File: config.mk
export PLATFORM = sky130hd
export DESIGN_NAME = insfetch
export DESIGN_NICKNAME = d
export VERILOG_FILES = /design/src/rtl/insfetch.sv
export SDC_FILE = /design/constraint.sdc
export NUM_CORES = 1
export LEC_CHECK = 0
export BUFFER_PORTS_ARGS = -buffer_cell sky130_fd_sc_hd__buf_2
export CAP_MARGIN = 20
export CORE_MARGIN = 2
export CORE_UTILIZATION = 30
export DETAILED_ROUTE_END_ITERATION = 10
export REMOVE_ABC_BUFFERS = 1
export SYNTH_ARGS = -nofsm -noshare
export SYNTH_HDL_FRONTEND = slang
export SYNTH_SLANG_ARGS = --single-unit
File: constraint.sdc
create_clock -name clk_in -period 4.43 [get_ports clk_in]
set_input_delay 0.443 -clock clk_in [delete_from_list [all_inputs] [get_ports clk_in]]
set_output_delay 0.443 -clock clk_in [all_outputs]
set_load 0.02 [all_outputs]
File: src/rtl/insfetch.sv
// insfetch: instruction fetch unit with a single outstanding icache request,
// a one-entry hold buffer for downstream back-pressure, static JAL prediction
// and flush/redirect from the ROB.
// Optional feature: define INSFETCH_BHT_EN to add a 64-entry table of 2-bit
// saturating counters for branch direction prediction (indexed by pc[7:2]).
// Without it, conditional branches are always predicted not-taken.
module insfetch (
    input  logic        clk_in,
    input  logic        rst_in,
    input  logic        rdy_in,
    output logic        ic_req,
    output logic [31:0] ic_addr,
    input  logic        ic_valid,
    input  logic [31:0] ic_ins,
    input  logic        f_stall,
    output logic        is_ins,
    output logic [31:0] ins_addr,
    output logic [31:0] ins,
    output logic        pred_jmp,
    input  logic        rob_clear,
    input  logic [31:0] rob_new_pc,
    input  logic        br_upd,
    input  logic [31:0] br_upd_pc,
    input  logic        br_upd_taken
);

    localparam int unsigned XLEN      = 32;
    localparam int unsigned OPC_W     = 7;
    localparam int unsigned BHT_IDX_W = 6;
    localparam int unsigned BHT_DEPTH = 64;
    localparam int unsigned CTR_W     = 2;

    localparam logic [OPC_W-1:0] OP_JAL    = 7'b1101111;
    localparam logic [OPC_W-1:0] OP_BRANCH = 7'b1100011;
    localparam logic [XLEN-1:0]  INS_BYTES = 32'd4;

    typedef enum logic [1:0] {
        S_FETCH   = 2'd0,
        S_WAIT    = 2'd1,
        S_HOLD    = 2'd2,
        S_DISCARD = 2'd3
    } state_t;

    state_t          state;
    logic [XLEN-1:0] pc;
    logic [XLEN-1:0] hold_ins;

    logic [XLEN-1:0] cand_ins_c;
    logic [XLEN-1:0] jal_imm_c;
    logic [XLEN-1:0] br_imm_c;
    logic [XLEN-1:0] next_pc_c;
    logic            pred_c;
    logic            br_taken_c;

`ifdef INSFETCH_BHT_EN
    logic [CTR_W-1:0]     bht [BHT_DEPTH];
    logic [BHT_IDX_W-1:0] rd_idx_c;
    logic [BHT_IDX_W-1:0] wr_idx_c;
    logic                 unused_upd_bits_c;

    assign rd_idx_c          = pc[7:2];
    assign wr_idx_c          = br_upd_pc[7:2];
    assign br_taken_c        = bht[rd_idx_c][1];
    assign unused_upd_bits_c = ^{br_upd_pc[31:8], br_upd_pc[1:0]};

    // Branch history counters; an issue in the same cycle reads the old value
    always_ff @(posedge clk_in) begin
        if (rst_in) begin
            for (int unsigned i = 0; i < BHT_DEPTH; i++) begin
                bht[BHT_IDX_W'(i)] <= 2'b01;
            end
        end else if (rdy_in && br_upd) begin
            if (br_upd_taken) begin
                if (bht[wr_idx_c] != 2'b11) begin
                    bht[wr_idx_c] <= bht[wr_idx_c] + 2'd1;
                end
            end else begin
                if (bht[wr_idx_c] != 2'b00) begin
                    bht[wr_idx_c] <= bht[wr_idx_c] - 2'd1;
                end
            end
        end
    end
`else
    logic unused_upd_c;

    assign br_taken_c   = 1'b0;
    assign unused_upd_c = ^{br_upd, br_upd_pc, br_upd_taken};
`endif

    // Decode the instruction that could issue this cycle and predict its successor
    always_comb begin
        cand_ins_c = (state == S_HOLD) ? hold_ins : ic_ins;
        jal_imm_c  = {{11{cand_ins_c[31]}}, cand_ins_c[31], cand_ins_c[19:12],
                      cand_ins_c[20], cand_ins_c[30:21], 1'b0};
        br_imm_c   = {{19{cand_ins_c[31]}}, cand_ins_c[31], cand_ins_c[7],
                      cand_ins_c[30:25], cand_ins_c[11:8], 1'b0};
        next_pc_c  = pc + INS_BYTES;
        pred_c     = 1'b0;
        if (cand_ins_c[OPC_W-1:0] == OP_JAL) begin
            next_pc_c = pc + jal_imm_c;
            pred_c    = 1'b1;
        end else if ((cand_ins_c[OPC_W-1:0] == OP_BRANCH) && br_taken_c) begin
            next_pc_c = pc + br_imm_c;
            pred_c    = 1'b1;
        end
    end

    // Fetch FSM with registered icache and decode-side outputs
    always_ff @(posedge clk_in) begin
        if (rst_in) begin
            state    <= S_FETCH;
            pc       <= '0;
            hold_ins <= '0;
            ic_req   <= 1'b0;
            ic_addr  <= '0;
            is_ins   <= 1'b0;
            ins      <= '0;
            ins_addr <= '0;
            pred_jmp <= 1'b0;
        end else if (rdy_in) begin
            is_ins <= 1'b0;
            if (rob_clear) begin
                // Redirect wins; an unanswered request must still be drained
                pc <= rob_new_pc;
                if (((state == S_WAIT) || (state == S_DISCARD)) && !ic_valid) begin
                    state <= S_DISCARD;
                end else begin
                    state  <= S_FETCH;
                    ic_req <= 1'b0;
                end
            end else begin
                unique case (state)
                    S_FETCH: begin
                        ic_req  <= 1'b1;
                        ic_addr <= pc;
                        state   <= S_WAIT;
                    end
                    S_WAIT: begin
                        if (ic_valid) begin
                            ic_req <= 1'b0;
                            if (f_stall) begin
                                hold_ins <= ic_ins;
                                state    <= S_HOLD;
                            end else begin
                                is_ins   <= 1'b1;
                                ins      <= cand_ins_c;
                                ins_addr <= pc;
                                pred_jmp <= pred_c;
                                pc       <= next_pc_c;
                                state    <= S_FETCH;
                            end
                        end
                    end
                    S_HOLD: begin
                        if (!f_stall) begin
                            is_ins   <= 1'b1;
                            ins      <= cand_ins_c;
                            ins_addr <= pc;
                            pred_jmp <= pred_c;
                            pc       <= next_pc_c;
                            state    <= S_FETCH;
                        end
                    end
                    S_DISCARD: begin
                        if (ic_valid) begin
                            ic_req <= 1'b0;
                            state  <= S_FETCH;
                        end
                    end
                    default: begin
                        state <= S_FETCH;
                    end
                endcase
            end
        end
    end

endmodule

==> impl_metrics.env, run 1 <==
export IMPL_rows=63
export IMPL_overflow=0
export IMPL_vdd_drop_max_mv=0.238
export IMPL_hold_viol=0
export IMPL_ctsHoldBuffers=0
export IMPL_cts_tree="yes"
export IMPL_whs_path_depth=3
export IMPL_postRouteAntennaNets=0
export IMPL_worstHoldEndpoint="hold_ins[29]"
export IMPL_syn_cell_area_um2=8900
export IMPL_worst_slack_ns=0.321
export IMPL_n_antenna_cell=0
export IMPL_worst_slew_pin_slew_ns=0.852
export IMPL_drt_iter0_drc=501
export IMPL_ios=203
export IMPL_io_buffers=168
export IMPL_p_clk_frac=0.411
export IMPL_cts_buffer_depth=2
export IMPL_initial_utilization=0.303
export IMPL_htree_levels=4
export IMPL_dp_slack_ns=0.355
export IMPL_switchingPower_w=0.00100
export IMPL_synth_warnings=0
export IMPL_cpPeakStageDelay_ns=0.44
export IMPL_p_leak_nw=4.28
export IMPL_synthMuxAreaShare=0.0454
export IMPL_seqPwrFrac=0.444
export IMPL_ys_seq_area_frac=0.371
export IMPL_timing_rr_end="pc[31]"
export IMPL_drc=0
export IMPL_drt_pass1_iterations=4
export IMPL_cts_setup_buffers=0
export IMPL_synth_top_area_share=0.371
export IMPL_critPathCaptureType="flip-flop"
export IMPL_synth_compound_area_frac=0.212
export IMPL_grt_max_degree=104
export IMPL_ys_top_cells_by_count="nand2_1, dfxtp_1, a21oi_1, nor2_1, clkbuf_1"
export IMPL_fin_skew_ns=0.0231
export IMPL_core_region_area_um2=29400
export IMPL_switching_share=0.284
export IMPL_drv_slew=0
export IMPL_synth_seq_cells=165
export IMPL_grt_pass1_vias=8312
export IMPL_crit_type="flip-flop to flip-flop"
export IMPL_synth_top_family_by_area="simple AND/OR/NAND/NOR gates"
export IMPL_nNetsFinal=1455
export IMPL_ys_flop_type="dfxtp_1"
export IMPL_areaGrowthSynthToFinish_pct=20.4
export IMPL_die_h_um=176
export IMPL_finalSetupTns_ns=0
export IMPL_crit_path_frequent_cell="a21o_1"
export IMPL_drive_gt1_frac=0.194
export IMPL_r2r_worst_path_cells=14
export IMPL_timing_slew_headroom=0.432
export IMPL_internal_power_w=0.00252
export IMPL_die_w_um=176
export IMPL_clk_pin_slew_ns=0.07
export IMPL_required_ns=4.76
export IMPL_crit_chain="inv_1, ha_2, mux2_2, ha_1, fa_1, a21o_1, a311oi_1, nor2_1, a21o_1, a211o_1, a31oi_1, o21ai_0, nand3b_1, a31o_2"
export IMPL_synth_edf_count=0
export IMPL_cp_slowest_cell="fa_1"
export IMPL_syn_area_per_cell_um2=7.55
export IMPL_layout_worst_path_cycle_share=0.927
export IMPL_via_per_inst=5.03
export IMPL_drt_total_wl_mm=28.5
export IMPL_cts_sinks=165
export IMPL_cp_arrival_ns=4.44
export IMPL_yosys_area_top_type="dfxtp_1"
export IMPL_synth_simple_gate_area_frac=0.225
export IMPL_cp_start_kind="flip-flop"
export IMPL_antenna_found_initial=1
export IMPL_rrSetupSlack_ns=0.32
export IMPL_power_density_nw_per_um2=329
export IMPL_clk_latency_ns=0.44
export IMPL_die_area_um2=31100
export IMPL_post_drt_wl_per_cell_um=16.6
export IMPL_hp_start="ic_ins[29]"
export IMPL_reg2reg_from="state[0]"
export IMPL_rsz0062_at_grt="false"
export IMPL_combPwrFrac=0.144
export IMPL_syn_inst=1179
export IMPL_yosysMostFrequentCell="nand2_1"
export IMPL_hp_class="input port to flip-flop"
export IMPL_place_congestion=0.877
export IMPL_grt_pass1_wl_mm=44.8
export IMPL_via_count=8604
export IMPL_yosys_top_cells_area="dfxtp_1, nand2_1, a21oi_1, ha_1, nor2_1"
export IMPL_fmax_mhz=243
export IMPL_synthDistinctLibCells=63
export IMPL_cts_root_buffer="clkbuf_16"
export IMPL_cts_buffers_inserted=17
export IMPL_crit_fanout=5
export IMPL_synth_xor_area_frac=0.0453
export IMPL_fillCellCount=3120
export IMPL_async_flop_share=0
export IMPL_synthAdderAreaFrac=0.0557
export IMPL_grt_use_total=0.184
export IMPL_cts_resized=0
export IMPL_setup_violations=0
export IMPL_maxCapViolCount=0
export IMPL_dp_hpwl_mm=20.0
export IMPL_post_route_min_period_ns=4.11
export IMPL_outcome="completed"
power by group through the flow:
stage / Sequential [W] / Clock [W] / Combinational [W]
3_5_place_dp: 0.00160 / 0 / 0.000507
4_1_cts: 0.00157 / 0.00150 / 0.000510
6_report: 0.00157 / 0.00145 / 0.000509
5_1_grt: 0.00157 / 0.00155 / 0.000569
3_3_place_gp: 0.00160 / 0 / 0.000503
2_1_floorplan: 0.00160 / 0 / 0.000306
cells by family (layout without fill, tap and decap cells):
| family | after synthesis | count (layout) |
|---|---|---|
| simple gates | 476 | 476 |
| compound gates | 307 | 307 |
| flops | 165 | 165 |
| buf+inv | 108 | 251 |
| xor+xnor | 46 | 46 |
| fa+ha+maj | 39 | 39 |
| mux | 38 | 38 |
how the worst max path moves through the flow:
stage                     depth (start not counted)     end      from  slack, ns
final                                            14  pc[31]  state[0]       0.32
after global routing                             14  pc[31]  state[0]       0.15
after CTS                                        14  pc[31]  state[0]       0.35
after detailed placement                         14  pc[31]  state[0]       0.35
after global placement                           14  pc[31]  state[0]       0.42
after floorplan                                  14  pc[31]  state[0]       0.04
metal layers:
metal	vias to the layer above	GRT usage	routed length [um]
met2	187	0.304	13300
met1	4032	0.245	13500
met4	2	0.0565	520
met3	28	0.0306	1170
met5	-	0	13
li1	4355	-	-
through the flow:
step | util | std cells | instance area (um2) | hold slack, ns | total power (W)
after floorplan | - | 1100 | 8600 | 0.427 | 0.00190
after global placement | 0.346 | 1683 | 10200 | 0.438 | 0.00210
after detailed placement | 0.346 | 1683 | 10200 | 0.444 | 0.00211
after CTS | 0.365 | 1712 | 10700 | 0.236 | 0.00357
after global routing | 0.365 | 1712 | 10700 | 0.249 | 0.00369
final | 0.365 | 1712 | 10700 | 0.262 | 0.00353
cell type report:
cell class              count  area [um2]  area share
flip-flops and latches    165        3300       0.308
repair buffers            193        1060      0.0988
clock buffers              21         470      0.0439
clock inverters             8        78.8     0.00735
well taps                 390         488      0.0455
inverters                  29         109      0.0102
multi-input cells         906        5210       0.486
cells in the final DEF, fill, tap and decap left out, types with 19 or more instances in the layout:
cell      netlist  final
mux2_2         19     19
ha_1           38     37
a211oi_1       37     37
xnor2_1        31     31
buf_4           0     23
nand3_1        24     23
buf_2           2    167
dfxtp_1       165    165
nor2_1         79     78
nand2_1       289    289
inv_1          29     29
mux2i_1        19     19
a21oi_1       164    164
o21ai_0        24     24
nor3_1         31     30
critical path, delay by kind of cell (launching register included):
kind            cells  cell delay, ns
compound gates      7            1.95
fa+ha+maj           3            0.93
mux                 1            0.37
flops               1            0.34
simple gates        2            0.32
buf+inv             1            0.12
state kept, by name, summed over array words and instances, names as in the netlist:
signal    count
ins_addr     32
hold_ins     32
state         2
pred_jmp      1
ins          32
pc           32
ic_req        1
ic_addr      32
is_ins        1
(Power assumes the default switching activity.)
==> run 2, diff against run 1 <==
Settings changed: CORE_ASPECT_RATIO set to 0.5.
==> run 2 against run 1 <==
Critical path depth unchanged; final cell count about the same; first-iteration DRC count increased by 31%; global-route usage decreased by 0.24 points; die area increased by 0.27%; wire length decreased by 0.46%; sequential share of layout area decreased by 0.072 points; worst hold slack got worse by 0.0091 ns; register-to-register slack improved by 0.06 ns; critical path type unchanged; critical endpoint is now pc[23].
==> impl_metrics.env, run 2 (same netlist as run 1, synthesis figures left out) <==
export IMPL_outcome="completed"
export IMPL_top_usage_layer="met2"
export IMPL_initial_utilization=0.306
export IMPL_cp_arrival_ns=4.40
export IMPL_dp_hpwl_mm=20.0
export IMPL_timing_rr_end="pc[23]"
export IMPL_ios=203
export IMPL_setup_violations=0
export IMPL_finalSetupTns_ns=0
export IMPL_cts_buffer_depth=2
export IMPL_drt_iter0_drc=656
export IMPL_antenna_found_initial=1
export IMPL_worstHoldEndpoint="hold_ins[21]"
export IMPL_mostFrequentLayoutCell="nand2_1"
export IMPL_via_count=8569
export IMPL_via_per_inst=5.00
export IMPL_cts_buffers_inserted=17
export IMPL_grt_max_degree=60
export IMPL_core_region_area_um2=29100
export IMPL_power_density_nw_per_um2=341
export IMPL_drt_total_wl_mm=28.3
export IMPL_maxCapViolCount=0
export IMPL_hp_start="ic_ins[21]"
export IMPL_rows=44
export IMPL_crit_fanout=14
export IMPL_fmax_mhz=247
export IMPL_htree_levels=4
export IMPL_die_w_um=248
export IMPL_p_clk_frac=0.436
export IMPL_reg2reg_from="state[0]"
export IMPL_n_antenna_cell=0
export IMPL_r2r_worst_path_cells=14
export IMPL_switchingPower_w=0.00103
export IMPL_final_cell_mix="nand2_1, buf_2, dfxtp_1"
export IMPL_gr_usage_met1=0.242
export IMPL_crit_type="flip-flop to flip-flop"
export IMPL_grt_pass1_vias=7905
export IMPL_ctsHoldBuffers=0
export IMPL_vdd_drop_max_mv=0.259
export IMPL_internal_power_w=0.00264
export IMPL_clk_pin_slew_ns=0.07
export IMPL_fin_skew_ns=0.0103
export IMPL_fillCellCount=3085
export IMPL_final_cells=1713
export IMPL_post_drt_wl_per_cell_um=16.5
export IMPL_grtUsageMet3=0.0367
export IMPL_cts_setup_buffers=0
export IMPL_cp_start_kind="flip-flop"
export IMPL_drc=0
export IMPL_critPathCaptureType="flip-flop"
export IMPL_met2_usage=0.292
export IMPL_drive_gt1_frac=0.194
export IMPL_hp_class="input port to flip-flop"
export IMPL_hold_viol=0
export IMPL_place_inst=1681
export IMPL_layout_worst_path_cycle_share=0.913
export IMPL_cts_tree="yes"
export IMPL_drt_pass1_iterations=5
export IMPL_cts_sinks=165
export IMPL_overflow=0
export IMPL_timing_slew_headroom=0.439
export IMPL_die_area_um2=31200
export IMPL_cts_resized=0
export IMPL_die_h_um=126
export IMPL_switching_share=0.280
export IMPL_post_route_min_period_ns=4.05
export IMPL_areaGrowthSynthToFinish_pct=20.7
export IMPL_rrSetupSlack_ns=0.38
export IMPL_worst_slew_pin_slew_ns=0.838
export IMPL_grt_use_total=0.181
export IMPL_grt_pass1_wl_mm=44.4
export IMPL_place_congestion=0.907
export IMPL_required_ns=4.79
export IMPL_p_leak_nw=4.31
export IMPL_clk_latency_ns=0.44
export IMPL_combPwrFrac=0.137
export IMPL_whs_path_depth=3
export IMPL_postRouteAntennaNets=0
export IMPL_seqPwrFrac=0.427
export IMPL_nNetsFinal=1452
export IMPL_rsz0062_at_grt="false"
export IMPL_cts_root_buffer="clkbuf_16"
export IMPL_drv_slew=0
export IMPL_io_buffers=168
export IMPL_total_power_w=0.00366
run 2: cell count changes in the layout (fill, tap and decap cells not counted), moves of 2 or more:
cell	previous run	this run
bufinv_16	1	3
clkinvlp_4	4	2
inv_6	0	5
buf_12	2	0
run 2: cell type report:
type                       instances  area (um2)  area share
timing repair buffer             190        1010      0.0938
sequential                       165        3300       0.307
multi-input combinational        906        5220       0.485
inverter                          29         109      0.0101
tap                              391         489      0.0455
clock buffer                      19         453      0.0421
clock inverter                    13         168      0.0156
run 2: worst max-delay path: stages (launching register included):
cell and delay (ns):
dfxtp_1 0.34, inv_1 0.11, ha_2 0.30, buf_4 0.29
mux2_2 0.38, ha_1 0.36, a21o_2 0.25, a311oi_1 0.32
nor2_1 0.14, a21o_1 0.24, a211o_1 0.39, a31oi_2 0.35
mux2i_1 0.22, a21oi_1 0.08, nor3_1 0.18
run 2: layer usage:
layer,wire [um],part of all wire,up-vias
li1,-,-,4365
met1,13400,0.47,3996
met2,13200,0.47,169
met3,1170,0.041,37
met4,599,0.021,2
met5,13,0.00046,-
run 2: power groups by stage:
| stage | clock network [W] | registers [W] | logic (W) |
|---|---|---|---|
| 4_1_cts | 0.00163 | 0.00157 | 0.000500 |
| 5_1_grt | 0.00170 | 0.00157 | 0.000555 |
| 6_report | 0.00160 | 0.00157 | 0.000502 |
| 3_5_place_dp | 0 | 0.00160 | 0.000496 |
| 2_1_floorplan | 0 | 0.00160 | 0.000306 |
| 3_3_place_gp | 0 | 0.00160 | 0.000497 |
run 2: worst max-delay path by stage:
stage             start      to  cells past startpoint
2_1_floorplan  state[0]  pc[31]                     14
3_3_place_gp   state[0]  pc[23]                     14
3_5_place_dp   state[0]  pc[23]                     14
4_1_cts        state[0]  pc[23]                     14
5_1_grt        state[0]  pc[23]                     14
6_report       state[0]  pc[23]                     14
run 2: per-stage QoR:
stage / setup WS, ns / cell area, um2 / util / hold slack [ns]
after global placement: 0.382 / 10100 / 0.348 / 0.440
after detailed placement: 0.363 / 10100 / 0.348 / 0.443
after CTS: 0.345 / 10700 / 0.370 / 0.239
after floorplan: 0.0406 / 8600 / - / 0.427
final: 0.385 / 10700 / 0.370 / 0.253
after global routing: 0.0625 / 10700 / 0.370 / 0.237
==> run 3, diff against run 2 <==
Settings changed: ABC_AREA set to 1.
==> run 3 against run 2 <==
Sequential cell count did not move; area after synthesis is 8.6% higher; highest routed layer unchanged; critical path depth up 3; via count grew 17%; die area is 8.3% higher; clock skew is essentially flat; wire length rose by 10%; critical path type unchanged; global-route usage up 0.25 points; maximum frequency up 18%; utilization is 1.1 points lower; first-iteration DRC count up 37%.
==> impl_metrics.env, run 3 <==
export IMPL_outcome="completed"
export IMPL_ys_top_cells_by_count="nand2_1, nor2_1, dfxtp_1, o21ai_0, a21oi_1"
export IMPL_final_cell_mix="nand2_1, nor2_1, buf_2"
export IMPL_cts_resized=0
export IMPL_overflow=0
export IMPL_crit_fanout=28
export IMPL_cts_root_buffer="clkbuf_16"
export IMPL_initial_utilization=0.305
export IMPL_cts_setup_buffers=0
export IMPL_synth_compound_area_frac=0.189
export IMPL_crit_family="simple AND/OR/NAND/NOR gates"
export IMPL_top_usage_layer="met2"
export IMPL_drt_iter0_drc=896
export IMPL_hold_viol=0
export IMPL_path_buf_inv=2
export IMPL_grt_pass1_vias=9009
export IMPL_core_region_area_um2=31700
export IMPL_postRouteAntennaNets=0
export IMPL_dp_hpwl_mm=22.7
export IMPL_nNetsFinal=1781
export IMPL_yosys_area_top_type="dfxtp_1"
export IMPL_fillCellCount=3471
export IMPL_cts_tree="yes"
export IMPL_rows=46
export IMPL_cts_sinks=165
export IMPL_cp_slowest_cell="ha_1"
export IMPL_io_buffers=168
export IMPL_grt_use_total=0.184
export IMPL_rrSetupSlack_ns=0.99
export IMPL_synth_warnings=0
export IMPL_grt_pass1_wl_mm=49.1
export IMPL_ys_seq_area_frac=0.342
export IMPL_cp_arrival_ns=3.76
export IMPL_die_w_um=258
export IMPL_synthAdderAreaFrac=0.0513
export IMPL_power_density_nw_per_um2=335
export IMPL_synth_seq_cells=165
export IMPL_drive_gt1_frac=0.145
export IMPL_die_h_um=131
export IMPL_post_route_min_period_ns=3.44
export IMPL_timing_slew_headroom=0.289
export IMPL_whs_path_depth=3
export IMPL_syn_cell_area_um2=9660
export IMPL_syn_area_per_cell_um2=6.40
export IMPL_internal_power_w=0.00257
export IMPL_synthDistinctLibCells=44
export IMPL_hp_start="ic_ins[9]"
export IMPL_synthMuxAreaShare=0
export IMPL_layout_worst_path_cycle_share=0.777
export IMPL_place_inst=2051
export IMPL_switching_share=0.327
export IMPL_reg2reg_from="state[0]"
export IMPL_post_dp_cell_area_um2=10800
export IMPL_combPwrFrac=0.192
export IMPL_final_cells=2085
export IMPL_cts_buffer_depth=2
export IMPL_synth_edf_count=0
export IMPL_ios=203
export IMPL_drc=0
export IMPL_post_drt_wl_per_cell_um=15.0
export IMPL_cts_buffers_inserted=17
export IMPL_final_cell_area_um2=11400
export IMPL_rsz0062_at_grt="false"
export IMPL_ctsHoldBuffers=0
export IMPL_clk_latency_ns=0.45
export IMPL_met2_usage=0.301
export IMPL_synth_xor_area_frac=0.0199
export IMPL_critPathCaptureType="flip-flop"
export IMPL_vdd_drop_max_mv=0.204
export IMPL_maxCapViolCount=0
export IMPL_synth_top_family_by_area="simple AND/OR/NAND/NOR gates"
export IMPL_critPathLaunch="state[0]"
export IMPL_synth_simple_gate_area_frac=0.315
export IMPL_cp_start_kind="flip-flop"
export IMPL_crit_type="flip-flop to flip-flop"
export IMPL_syn_inst=1510
export IMPL_switchingPower_w=0.00125
export IMPL_worst_slew_pin_slew_ns=1.07
export IMPL_cpPeakStageDelay_ns=0.46
export IMPL_mostFrequentLayoutCell="nand2_1"
export IMPL_crit_chain="inv_1, ha_1, inv_2, nand2_1, nand2_1, ha_1, fa_1, nand2_1, a21oi_1, nand3_1, nand3_1, nand2_1, nand3_1, nand3_1, nand3_1, nand2_1, a21oi_1"
export IMPL_die_area_um2=33800
export IMPL_ys_flop_type="dfxtp_1"
export IMPL_fmax_mhz=291
export IMPL_r2r_worst_path_cells=17
export IMPL_p_leak_nw=5.51
export IMPL_drv_slew=0
export IMPL_grt_max_degree=109
export IMPL_utilization=0.359
export IMPL_yosysMostFrequentCell="nand2_1"
export IMPL_antenna_found_initial=4
export IMPL_multi_input_area_um2=5580
export IMPL_via_count=10100
export IMPL_p_clk_frac=0.383
export IMPL_via_per_inst=4.83
export IMPL_synth_top_area_share=0.342
export IMPL_areaGrowthSynthToFinish_pct=17.9
export IMPL_required_ns=4.75
export IMPL_regArea_um2=3300
export IMPL_place_congestion=0.900
export IMPL_finalSetupTns_ns=0
export IMPL_cp_num_cells=17
export IMPL_fin_skew_ns=0.0103
export IMPL_yosys_top_cells_area="dfxtp_1, nand2_1, nor2_1, o21ai_0, a21oi_1"
export IMPL_hold_ws_ns=0.230
export IMPL_setup_violations=0
export IMPL_drt_pass1_iterations=5
export IMPL_gr_usage_met1=0.248
export IMPL_async_flop_share=0
export IMPL_clk_pin_slew_ns=0.07
export IMPL_htree_levels=4
export IMPL_drt_total_wl_mm=31.2
export IMPL_hp_class="input port to flip-flop"
export IMPL_grtUsageMet3=0.0361
export IMPL_seqPwrFrac=0.425
## run 3: changes by cell type after synthesis, moves of 36 or more
cell and change:
inv_1 +88, a211oi_1 -36, nand2_1 +104, nor2_1 +162, o21ai_0 +119, a21oi_1 -42
## run 3: worst paths after layout
kind / end
max: pc[29]
max reg2reg: pc[29]
min: hold_ins[9]
min reg2reg: hold_ins[5]
## run 3: cells by family after synthesis
logic type,after synthesis
buffers and inverters,196
adder cells (fa/ha/maj),39
AND/OR/NAND/NOR,744
flip-flops,165
AO/OA/AOI/OAI,344
XOR/XNOR,22
## run 3: stage by stage
stage                     worst slack, ns  power (W)
after floorplan                     0.730    0.00213
after global placement              0.979    0.00239
after detailed placement            0.964    0.00239
after CTS                           0.961    0.00385
after global routing                0.560    0.00402
final                               0.988    0.00382
## run 3: metal layers
layer  vias up  part of all wire
met1      4601              0.47
met4         4             0.014
met2       225              0.46
met3        30             0.049
met5         -           0.00087
li1       5207                 -
## run 3: final cells by class
cell class | instances | share of cell area
multi-input combinational | 1149 | 0.489
sequential | 165 | 0.290
timing repair buffer | 181 | 0.0824
tap | 432 | 0.0475
clock buffer | 21 | 0.0413
inverter | 124 | 0.0410
clock inverter | 11 | 0.00802
antenna | 2 | 0.000439
## run 3: worst min-delay path: stages
cell and delay [ns]:
buf_2 0.08, nor2_1 0.04, nor2_1 0.08
## run 3: power groups by stage
stage | combinational [W] | clock (W) | sequential, W
after floorplan | 0.000434 | 0 | 0.00170
after global placement | 0.000732 | 0 | 0.00166
after detailed placement | 0.000734 | 0 | 0.00166
after CTS | 0.000738 | 0.00149 | 0.00163
after global routing | 0.000837 | 0.00154 | 0.00163
final | 0.000734 | 0.00146 | 0.00163
